--- src/rtl/pwm_cfg_pkg.sv ---
// Shared definitions for the PWM configuration register bank and its write arbiter:
// register addresses, bank size, FSM states and requester source encoding.
package pwm_cfg_pkg;

  localparam int NUM_REGS = 5;

  localparam logic [6:0] ADDR_EN_OUT_LO = 7'h00;
  localparam logic [6:0] ADDR_EN_OUT_HI = 7'h01;
  localparam logic [6:0] ADDR_EN_PWM_LO = 7'h02;
  localparam logic [6:0] ADDR_EN_PWM_HI = 7'h03;
  localparam logic [6:0] ADDR_DUTY      = 7'h04;

  typedef enum logic {
    IDLE   = 1'b0,
    COMMIT = 1'b1
  } state_e;

  typedef enum logic {
    SRC_A = 1'b0,
    SRC_B = 1'b1
  } src_e;

endpackage

--- src/rtl/pwm_cfg_arbiter_rr_arb2.sv ---
// Two-requester round-robin arbiter; req[0]/grant[0] is port A, req[1]/grant[1] is port B.
// Purely combinational: the last-grant pointer is owned and updated by the parent.
module rr_arb2
  import pwm_cfg_pkg::*;
(
  input  logic [1:0] req,
  input  src_e       last_grant,
  input  logic       enable,
  output logic [1:0] grant
);

  // On contention the requester that was not served last wins.
  always_comb begin
    grant = 2'b00;
    if (enable) begin
      case (req)
        2'b01:   grant = 2'b01;
        2'b10:   grant = 2'b10;
        2'b11:   grant = (last_grant == SRC_B) ? 2'b01 : 2'b10;
        default: grant = 2'b00;
      endcase
    end
  end

endmodule

--- src/rtl/pwm_cfg_arbiter.sv ---
// PWM configuration register bank with a two-port round-robin write arbiter.
// A granted write is held for one COMMIT cycle, then written and reported downstream.
module pwm_cfg_arbiter #(
  parameter int NUM_REGS = pwm_cfg_pkg::NUM_REGS,
  parameter int ADDR_W   = 7,
  parameter int DATA_W   = 8
) (
  input  logic              clk,
  input  logic              rst_n,
  input  logic              a_valid,
  output logic              a_ready,
  input  logic [ADDR_W-1:0] a_addr,
  input  logic [DATA_W-1:0] a_data,
  input  logic              b_valid,
  output logic              b_ready,
  input  logic [ADDR_W-1:0] b_addr,
  input  logic [DATA_W-1:0] b_data,
  output logic [DATA_W-1:0] en_reg_out_7_0,
  output logic [DATA_W-1:0] en_reg_out_15_8,
  output logic [DATA_W-1:0] en_reg_pwm_7_0,
  output logic [DATA_W-1:0] en_reg_pwm_15_8,
  output logic [DATA_W-1:0] pwm_duty_cycle,
  output logic              wr_strobe,
  output logic [ADDR_W-1:0] wr_addr,
  output logic              wr_src,
  output logic              addr_err
);
  import pwm_cfg_pkg::*;

  localparam logic [ADDR_W-1:0] REG_LIMIT = ADDR_W'(NUM_REGS);

  state_e            state;
  state_e            next_state;
  src_e              last_grant;
  src_e              hold_src;
  logic [ADDR_W-1:0] hold_addr;
  logic [DATA_W-1:0] hold_data;
  logic [1:0]        grant;
  logic              arb_enable;
  logic              handshake;
  logic              addr_ok;

  // Readys are forced low while in reset so no handshake can be taken then.
  assign arb_enable = (state == IDLE) && rst_n;
  assign addr_ok    = (hold_addr < REG_LIMIT);

  rr_arb2 u_arb (
    .req        ({b_valid, a_valid}),
    .last_grant (last_grant),
    .enable     (arb_enable),
    .grant      (grant)
  );

  always_ff @(posedge clk) begin
    if (!rst_n) begin
      state <= IDLE;
    end else begin
      state <= next_state;
    end
  end

  always_comb begin
    next_state = state;
    case (state)
      IDLE:    if (handshake) next_state = COMMIT;
      COMMIT:  next_state = IDLE;
      default: next_state = IDLE;
    endcase
  end

  always_comb begin
    a_ready   = grant[0];
    b_ready   = grant[1];
    handshake = (a_valid && a_ready) || (b_valid && b_ready);
  end

  always_ff @(posedge clk) begin
    if (!rst_n) begin
      hold_addr <= '0;
      hold_data <= '0;
      hold_src  <= SRC_A;
    end else if (handshake) begin
      hold_addr <= grant[1] ? b_addr : a_addr;
      hold_data <= grant[1] ? b_data : a_data;
      hold_src  <= grant[1] ? SRC_B : SRC_A;
    end
  end

  // Commit stage: an out-of-range address still moves the pointer but only flags addr_err.
  always_ff @(posedge clk) begin
    if (!rst_n) begin
      en_reg_out_7_0  <= '0;
      en_reg_out_15_8 <= '0;
      en_reg_pwm_7_0  <= '0;
      en_reg_pwm_15_8 <= '0;
      pwm_duty_cycle  <= '0;
      wr_strobe       <= 1'b0;
      wr_addr         <= '0;
      wr_src          <= 1'b0;
      addr_err        <= 1'b0;
      last_grant      <= SRC_B;
    end else begin
      wr_strobe <= 1'b0;
      addr_err  <= 1'b0;
      if (state == COMMIT) begin
        last_grant <= hold_src;
        if (addr_ok) begin
          wr_strobe <= 1'b1;
          wr_addr   <= hold_addr;
          wr_src    <= hold_src;
          case (hold_addr)
            ADDR_EN_OUT_LO: en_reg_out_7_0  <= hold_data;
            ADDR_EN_OUT_HI: en_reg_out_15_8 <= hold_data;
            ADDR_EN_PWM_LO: en_reg_pwm_7_0  <= hold_data;
            ADDR_EN_PWM_HI: en_reg_pwm_15_8 <= hold_data;
            ADDR_DUTY:      pwm_duty_cycle  <= hold_data;
            default:        ;
          endcase
        end else begin
          addr_err <= 1'b1;
        end
      end
    end
  end

endmodule

--- config.mk ---
export PLATFORM = sky130hd
export DESIGN_NAME = pwm_cfg_arbiter
export DESIGN_NICKNAME = d
export VERILOG_FILES = /design/src/rtl/pwm_cfg_pkg.sv /design/src/rtl/pwm_cfg_arbiter_rr_arb2.sv /design/src/rtl/pwm_cfg_arbiter.sv
export SDC_FILE = /design/constraint.sdc
export NUM_CORES = 1
export LEC_CHECK = 0
export CORE_ASPECT_RATIO = 0.9
export CORE_MARGIN = 10
export CORE_UTILIZATION = 50
export DETAILED_ROUTE_END_ITERATION = 8
export GPL_TIMING_DRIVEN = 0
export HOLD_SLACK_MARGIN = 0.03
export PLACE_DENSITY = 0.94
export SETUP_SLACK_MARGIN = 0.2
export SLEW_MARGIN = 20
export SYNTH_ARGS = -nofsm -noshare
export SYNTH_HDL_FRONTEND = slang
export SYNTH_SLANG_ARGS = --single-unit
--- constraint.sdc ---
create_clock -name clk -period 3.6 [get_ports clk]
set_clock_uncertainty 0.15 [all_clocks]
set_input_delay 0.72 -clock clk [delete_from_list [all_inputs] [get_ports clk]]
set_output_delay 0.72 -clock clk [all_outputs]
set_load 0.01 [all_outputs]
# Yosys cells after proc, flatten, opt, wreduce, memory -nomap -nowiden
# Index checks and enable logic that the tools add are counted.
# totals
reg_bits,68
latch_bits,0
mem_bits_rw,0
mem_bits_ro,0
input_bits,34
output_inout_bits,52
word_cells,45
memories,0
# classes
add_sub_neg,0
n_mul,0
div,0
n_lt_le_gt_ge,1
eq_ne,7
shifts,0
n_mux,10
n_bitwise,1
reduce_logical,12
# ops
operator,count
$reduce_and 3->1,5
$eq 7x2->1 const B,2
$mux 8,1
$eq 7x1->1 const B,1
$eq 7x3->1 const B,1
$logic_not 7->1,1
$lt 7x3->1 const B,1
$mux 7,1
$pmux 2 s3,1
$eq 2x2->1 const B,2
$mux 1,4
$mux 2,2
$reduce_and 2->1,2
$logic_and 1x1->1,3
$eq 2x1->1 const B,1
$pmux 1 s2,1
$logic_or 1x1->1,1
$not 1->1,1

# Logic depth before layout (Yosys ltp)
# Gate-level depths: netlist of the first run.
# logic_depth
word_depth,7
ltp_mapped,5
ltp_nobuf,3

# Hierarchy
# A second synthesis of the first run with hierarchy kept.
# unflattened
hier_cells,299
hier_area_um2,2921.6
# by_module_without_submodules
module,instances,cells_per_inst,area_each_um2,seq_area_each_um2
pwm_cfg_arbiter,1,294,2900.3,1361.3
rr_arb2,1,5,21.3,0.0

# Worst setup path after synthesis of the first run
# No wires, ideal clock.
# synth_timing
path_kind,input-to-output
start,input port b_valid
end,output port a_ready
arrival_time_ns,1.551
required_time_ns,2.730
path_slack_ns,1.179
stages,3
path_buffers,1
cell_sequence,a21boi_1 > clkbuf_1 > nor3_1
# synth_via
elab_chain_cells,3
elab_cells_between_ends,5
cone_classes,eq/ne (3); mux (2)
# synth_rtl
item,line,source
"start, declared",pwm_cfg_arbiter.sv:14,"input logic b_valid,"
$eq 2x2->1 / $eq 2x1->1 (equally long branches),pwm_cfg_arbiter_rr_arb2.sv:16,case (req)
$pmux 2 s3 (*),pwm_cfg_arbiter_rr_arb2.sv:16,
$mux 2 (*),pwm_cfg_arbiter_rr_arb2.sv:15,if (enable) begin
"end, declared",pwm_cfg_arbiter.sv:11,"output logic a_ready,"
# Mark *: on every way between the ends. The rest lies on a longest branch, timed or not.

# Worst setup path after layout of the first run
# layout_timing
start,input port a_valid
end,output port a_ready
# layout_via
elab_chain_cells,3
elab_cells_between_ends,5
cone_classes,eq/ne (3); mux (2)
# layout_rtl
item,line,source
"start, declared",pwm_cfg_arbiter.sv:10,"input logic a_valid,"
$eq 2x2->1 / $eq 2x1->1 (equally long branches),pwm_cfg_arbiter_rr_arb2.sv:16,
$pmux 2 s3 (*),pwm_cfg_arbiter_rr_arb2.sv:16,
$mux 2 (*),pwm_cfg_arbiter_rr_arb2.sv:15,
# Marks and branches as above.

==> results.py, run 1 <==
metrics = {
    "outcome": {
        "run_status": "completed",
    },
    "layout": {
        "final_core_utilization_pct": 73.35,
        "area_growth_syn_to_layout_pct": 40.67,
        "finalNetCount": 448,
        "nFillCells": 378,
        "layout-drive-gt1-share_pct": 5.755,
        "antennaDiodeCount": 0,
        "stdcell_area_um2": 3877,
    },
    "clock_tree": {
        "cts.root.buffer_cell": "sky130_fd_sc_hd__clkbuf_8",
        "path_clk_slew_ps": 70,
        "clock_tree_from_tritoncts": "done",
        "cts.sink_count": 68,
        "insertion_delay_ps": 350,
        "number_of_clock_buffers_inserted_by_tritoncts": 9,
        "cts-htree-levels": 3,
        "cts-root-to-sink-buffers": 2,
    },
    "floorplan": {
        "coreArea_um2": 5286,
        "io_pins": 86,
        "dieWidth_um": 98.27,
        "floorplan.rows": 25,
        "fp.dieArea_um2": 8887,
        "start_util_pct": 52.14,
        "dieHeight_um": 90.44,
    },
    "timing": {
        "setup_total_negative_slack_ps": 0,
        "final_setup_violation_count": 0,
        "finalMaxSlewViolations": 0,
        "final.setup.worst_slack_ps": 267.1,
        "finalHoldViolations": 0,
        "slew_headroom_pct": 50.92,
        "grt_setup_unrepaired": "false",
        "post-route-min-period_ps": 3333,
        "achievable-frequency_ghz": 0.3000,
        "worst_pin_slew_ps": 731.3,
        "final_min_period_over_clock_period_pct": 92.58,
    },
    "drt": {
        "vias_per_cell": 5.961,
        "vias": 2885,
        "routedWlPerCell_um": 18.35,
        "antenna_violating_nets_post_route": 0,
        "final_routed_wirelength_across_all_metal_layers_um": 8879,
        "drt_first_pass_iters": 5,
        "drc_errors": 0,
        "drt-initial-drc-count": 312,
    },
    "logic_synthesis": {
        "synth_cells": 316,
        "synthTopCellsByArea": "sky130_fd_sc_hd__dfxtp_1 49%, sky130_fd_sc_hd__mux2i_1 6.9%, sky130_fd_sc_hd__a21oi_1 6.7%, sky130_fd_sc_hd__nand3_1 6.5%, sky130_fd_sc_hd__o21ai_0 4.7%",
        "synthesis.area_um2": 2756,
        "netlist-cell-type-count": 35,
        "yosys_warnings": 0,
        "synth_top_area_share_pct": 49.39,
        "number_of_flops_mapped_to_enable_cells_by_yosys": 0,
        "synthesis.area_per_instance_um2": 8.723,
        "synth_ff_type": "sky130_fd_sc_hd__dfxtp_1",
        "synth_nets": 350,
        "synth_async_sr_flop_share_pct": 0,
        "synth-seq-cells": 68,
        "synth-seq-area-share_pct": 49.39,
        "post-synth-top-area-cell": "sky130_fd_sc_hd__dfxtp_1",
    },
    "global_route": {
        "grt_overflow": 0,
        "first_global_vias": 2866,
        "grt_first_pass_wirelength_um": 14290,
        "groute.usage.overall_pct": 19.32,
        "maximum_number_of_pins_on_one_net_before_global_route_repair": 11,
        "antenna_found_initial": 0,
    },
    "placed_design": {
        "dpl.hpwl_um": 6459,
        "place_area_um2": 3691,
        "port_buffers": 85,
        "post-place-ws_ps": -150.8,
        "globalplace.congestion": 0.8770,
    },
    "run": {
        "maxCapViolCount": 0,
    },
    "critical_path": {
        "crit_required_ps": 2730,
        "cp-end-kind": "output port",
        "worst_ep_arrival_time_ps": 2460,
        "path_class": "in -> out",
        "worstPathMaxFanout": 10,
        "crit_path_start_kind": "input port",
    },
    "pwr": {
        "power_per_cell_area_nw_per_um2": 408.5,
        "total_power_mw": 1.584,
        "irDropWorstVdd_v": 0.0002542,
        "power.static_leakage_nw": 1.463,
    },
    "min_path": {
        "hold_path.class": "reg -> reg",
    },
}
-- logic make-up (layout without fill, tap and decap cells) --
| group | after synthesis | count (layout) | synth area share [%] |
|---|---|---|---|
| flip-flops | 68 | 68 | 49.39 |
| buffers and inverters | 41 | 142 | 5.946 |
| AO/OA/AOI/OAI | 92 | 92 | 19.97 |
| AND/OR/NAND/NOR | 96 | 96 | 17.79 |
| multiplexers | 19 | 19 | 6.900 |
-- final timing paths --
path,from,endpoint,slack [ps],depth (start not counted)
hold reg to reg,en_reg_out_7_0[0],en_reg_out_7_0[0],320,2
hold / removal,en_reg_out_7_0[0],en_reg_out_7_0[0],320,2
setup / recovery,a_valid,a_ready,270,5
setup reg to reg,hold_addr[3],en_reg_out_15_8[7],1440,5
-- cell usage in the layout, fill, tap and decap left out, types with 11 or more instances in the layout --
cell type / Yosys / final
sky130_fd_sc_hd__o21ai_0: 26 / 26
sky130_fd_sc_hd__inv_1: 11 / 11
sky130_fd_sc_hd__mux2i_1: 19 / 19
sky130_fd_sc_hd__clkdlybuf4s50_1: 0 / 85
sky130_fd_sc_hd__nand3_1: 36 / 36
sky130_fd_sc_hd__nand2_1: 32 / 32
sky130_fd_sc_hd__dfxtp_1: 68 / 68
sky130_fd_sc_hd__clkbuf_1: 25 / 23
sky130_fd_sc_hd__a21oi_1: 37 / 37
-- per-layer routing --
metal | routed length (um) | global-route usage [%] | up-vias | share of wire [%]
met3 | 917 | 6.274 | 29 | 10
li1 | - | - | 1334 | -
met1 | 3437 | 22.74 | 1356 | 39
met4 | 268 | 8.831 | 0 | 3.0
met2 | 4255 | 31.10 | 166 | 48
met5 | 0 | 0 | - | 0
-- flip-flops by register name, indices dropped and copies added, names as in the netlist, 7 cells and up --
name             cells
en_reg_out_15_8      8
pwm_duty_cycle       8
en_reg_out_7_0       8
en_reg_pwm_7_0       8
hold_addr            7
en_reg_pwm_15_8      8
wr_addr              7
hold_data            8
-- worst max-delay path: stages --
cell,delay (ps)
sky130_fd_sc_hd__clkdlybuf4s50_1,600
sky130_fd_sc_hd__a21boi_4,100
sky130_fd_sc_hd__clkbuf_2,210
sky130_fd_sc_hd__nor3_1,250
sky130_fd_sc_hd__clkdlybuf4s50_1,580
-- through the flow --
| step | hold WS [ps] | instances |
|---|---|---|
| detailed placement | 307.1 | 468 |
| global placement | 296.3 | 468 |
| CTS | 316.2 | 484 |
| global route | 332.3 | 484 |
| floorplan | 291.2 | 316 |
| finish | 318.2 | 484 |
-- synthesized netlist by cell type (all sizes together), types with 5 or more instances --
cell and number:
mux2i 19, clkbuf 26, o32ai 10, inv 11, dfxtp 68, nand2 32
nor2 5, a21oi 37, a22oi 10, o21ai 27, o221ai 5, nand3 36
-- area by class of cell --
class / count / area (um^2) / share of cell area [%]
timing repair buffer: 87 / 865.8 / 22.33
buffer: 29 / 122.6 / 3.162
sequential: 68 / 1361 / 35.11
clock buffer: 11 / 141.4 / 3.646
multi-input combinational: 207 / 1242 / 32.04
inverter: 12 / 45.04 / 1.162
tap: 67 / 83.83 / 2.162
clock inverter: 3 / 15.01 / 0.3872
-- power breakdown --
group	internal [mW]	leakage (nW)	switching [mW]
clock network	0.258	0.0848	0.273
logic	0.104	0.826	0.142
registers	0.779	0.552	0.0289
total	1.14	1.46	0.444
-- timing repair --
item,4_1_cts,5_1_grt
setup endpoints to repair,2,2
gates cloned,0,0
gates resized for setup,2,5
hold buffers,0,0
setup buffers,2,0
(Power assumes the default switching activity.)
==> run 2, diff against run 1 <==
Settings changed: PLACE_DENSITY 0.94 to default, PLACE_DENSITY_LB_ADDON from default to 0.15, SYNTH_HIERARCHICAL from default to 1.
==> results.py, run 2 <==
metrics = {
    "outcome": {
        "run_status": "completed",
    },
    "clock_tree": {
        "cts.root.buffer_cell": "sky130_fd_sc_hd__clkbuf_8",
        "clock_tree_from_tritoncts": "done",
        "cts.sink_count": 68,
        "cts-htree-levels": 3,
        "insertion_delay_ps": 330,
        "number_of_clock_buffers_inserted_by_tritoncts": 9,
        "post_cts_hold_buffer_count": 0,
        "postCtsSetupBuffers": 0,
        "path_clk_slew_ps": 70,
        "cts-root-to-sink-buffers": 2,
    },
    "floorplan": {
        "coreArea_um2": 5660,
        "fp.dieArea_um2": 9305,
        "dieHeight_um": 92.52,
        "start_util_pct": 51.61,
        "floorplan.rows": 26,
        "dieWidth_um": 100.6,
        "io_pins": 86,
    },
    "pwr": {
        "irDropWorstVdd_v": 0.0003379,
        "power_report.internal_total_mw": 1.159,
        "power.static_leakage_nw": 1.679,
        "sw_share_pct": 25.13,
        "clock_power_share_pct": 35.1,
        "combPwrFrac_pct": 13.8,
        "power_switching_mw": 0.3888,
        "power_per_cell_area_nw_per_um2": 383.5,
        "power.share.sequential_pct": 51.2,
    },
    "logic_synthesis": {
        "synth_nets": 333,
        "yosys-mux-area-fraction_pct": 11.65,
        "synthMostInstantiatedCell": "sky130_fd_sc_hd__dfxtp_1",
        "synth-seq-cells": 68,
        "synthesis.area_um2": 2922,
        "yosys_warnings": 6,
        "synth_cells": 299,
        "synthSimpleGateAreaFrac_pct": 17.60,
        "synth_top_area_share_pct": 46.60,
        "synthTopCellsByArea": "sky130_fd_sc_hd__dfxtp_1 47%, sky130_fd_sc_hd__mux2i_1 12%, sky130_fd_sc_hd__nand2_1 6.2%, sky130_fd_sc_hd__o211a_1 5.5%, sky130_fd_sc_hd__a21boi_1 5.1%",
        "number_of_flops_mapped_to_enable_cells_by_yosys": 0,
        "area_fraction_in_compound_gates_after_synthesis_pct": 17.90,
        "synth_adder_area_share_pct": 0,
        "synth_ff_type": "sky130_fd_sc_hd__dfxtp_1",
        "synth_xor_xnor_area_share_pct": 0,
        "synthesis.area_per_instance_um2": 9.771,
        "synth_async_sr_flop_share_pct": 0,
        "netlist-cell-type-count": 37,
        "post-synth-top-area-cell": "sky130_fd_sc_hd__dfxtp_1",
        "synth_top_family_by_area": "compound AO/OA/AOI/OAI gates",
        "synth-seq-area-share_pct": 46.60,
        "post_synth_most_frequent_cells": "68 x sky130_fd_sc_hd__dfxtp_1, 48 x sky130_fd_sc_hd__nand2_1, 34 x sky130_fd_sc_hd__mux2i_1, 26 x sky130_fd_sc_hd__nand3_1, 20 x sky130_fd_sc_hd__a21boi_1",
    },
    "layout": {
        "finalNetCount": 429,
        "area_of_combinational_cells_with_multiple_inputs_um2": 1384,
        "area.sequential_um2": 1361,
        "mostFrequentLayoutCells": "85 x sky130_fd_sc_hd__clkdlybuf4s50_1, 68 x sky130_fd_sc_hd__dfxtp_1, 48 x sky130_fd_sc_hd__nand2_1",
        "final_common_cell": "sky130_fd_sc_hd__clkdlybuf4s50_1",
        "antennaDiodeCount": 0,
        "layout-drive-gt1-share_pct": 8.772,
        "nFillCells": 450,
        "area_growth_syn_to_layout_pct": 38.12,
    },
    "drt": {
        "drt_first_pass_iters": 4,
        "antenna_violating_nets_post_route": 0,
        "routedWlPerCell_um": 16.89,
        "vias_per_cell": 5.431,
        "vias": 2547,
        "drt-initial-drc-count": 148,
        "final_routed_wirelength_across_all_metal_layers_um": 7920,
        "drc_errors": 0,
    },
    "global_route": {
        "maximum_number_of_pins_on_one_net_before_global_route_repair": 11,
        "grt_overflow": 0,
        "first_global_vias": 2664,
        "antenna_found_initial": 0,
        "grt_first_pass_wirelength_um": 13090,
        "groute.usage.overall_pct": 17.22,
    },
    "timing": {
        "slew_headroom_pct": 70.50,
        "setup_total_negative_slack_ps": 0,
        "worst_case_hold_slack_ps": 309.4,
        "achievable-frequency_ghz": 0.3064,
        "final_min_period_over_clock_period_pct": 90.65,
        "final_setup_violation_count": 0,
        "finalHoldViolations": 0,
        "worst_pin_slew_ps": 440.1,
        "finalMaxSlewViolations": 0,
        "grt_setup_unrepaired": "false",
        "post-route-min-period_ps": 3263,
    },
    "critical_path": {
        "worstPathMaxFanout": 6,
        "crit_path_start_kind": "input port",
        "crit_required_ps": 2730,
        "worst_ep_arrival_time_ps": 2390,
        "path_class": "in -> out",
        "cp-end-kind": "output port",
    },
    "placed_design": {
        "globalplace.congestion": 0.7880,
        "dpl.hpwl_um": 6139,
        "port_buffers": 85,
    },
    "run": {
        "maxCapViolCount": 0,
    },
    "min_path": {
        "hold_path.class": "reg -> reg",
    },
}
run 2: cell types whose count changed after synthesis, moves of 15 or more:
cell and delta:
sky130_fd_sc_hd__a21boi_1 +19, sky130_fd_sc_hd__nand2_1 +16, sky130_fd_sc_hd__mux2i_1 +15, sky130_fd_sc_hd__o21ai_0 -21, sky130_fd_sc_hd__o211a_1 +15, sky130_fd_sc_hd__a21oi_1 -33
sky130_fd_sc_hd__o21ai_1 +17
run 2: logic make-up after synthesis:
kind of cell	after synthesis
simple gates	97
flops	68
mux	34
buf+inv	27
compound gates	73
run 2: path summary, 6_finish.rpt:
| kind | from | to | slack (ps) | depth (start not counted) |
|---|---|---|---|---|
| max | rst_n | a_ready | 340 | 5 |
| max reg2reg | state | hold_addr[0] | 1340 | 9 |
| min reg2reg | en_reg_out_7_0[0] | en_reg_out_7_0[0] | 310 | 2 |
| min | en_reg_out_7_0[0] | en_reg_out_7_0[0] | 310 | 2 |
run 2: cell type report:
type,count,area share (%)
clock inverter,2,0.2481
sequential,68,33.74
timing repair buffer,85,21.09
inverter,1,0.09302
multi-input combinational,204,34.29
clock buffer,13,3.938
tap,70,2.171
buffer,26,4.434
run 2: repair_timing:
action,in CTS,in global routing
endpoints found under the hold margin,0,0
setup endpoints to repair,1,1
cloned,0,0
resized for setup,1,1
pin swaps,0,0
run 2: power groups by stage:
stage               clock network [mW]  logic (mW)  registers [mW]
global route                     0.584       0.231           0.793
finish                           0.543       0.213           0.792
CTS                              0.556       0.213           0.791
global placement                     0       0.209           0.807
floorplan                            0       0.134           0.800
detailed placement                   0       0.211           0.808
run 2: layer usage:
metal  global-route usage (%)  part of all wire [%]  routed length, um
met1                    20.04                    42               3364
met2                    28.69                    49               3901
met3                    6.166                   7.9                625
met4                    5.647                  0.37                 29
met5                        0                     0                  0
run 2: stage by stage:
step | cell area [um^2] | instances | power, mW | worst slack (ps) | util [%]
2_1_floorplan | 2922 | 299 | 0.9342 | 1232 | -
3_3_place_gp | 3860 | 454 | 1.016 | 219.3 | 68.19
3_5_place_dp | 3860 | 454 | 1.019 | 177.7 | 68.19
4_1_cts | 4031 | 469 | 1.560 | 223.3 | 71.22
5_1_grt | 4035 | 469 | 1.608 | 206.9 | 71.29
6_report | 4035 | 469 | 1.548 | 336.6 | 71.29
run 2: worst max-delay path, stage by stage:
cell and delay, ps:
sky130_fd_sc_hd__clkdlybuf4s50_1 600, sky130_fd_sc_hd__nor2b_2 240, sky130_fd_sc_hd__nand2_1 80, sky130_fd_sc_hd__a21oi_2 170, sky130_fd_sc_hd__clkdlybuf4s50_1 580
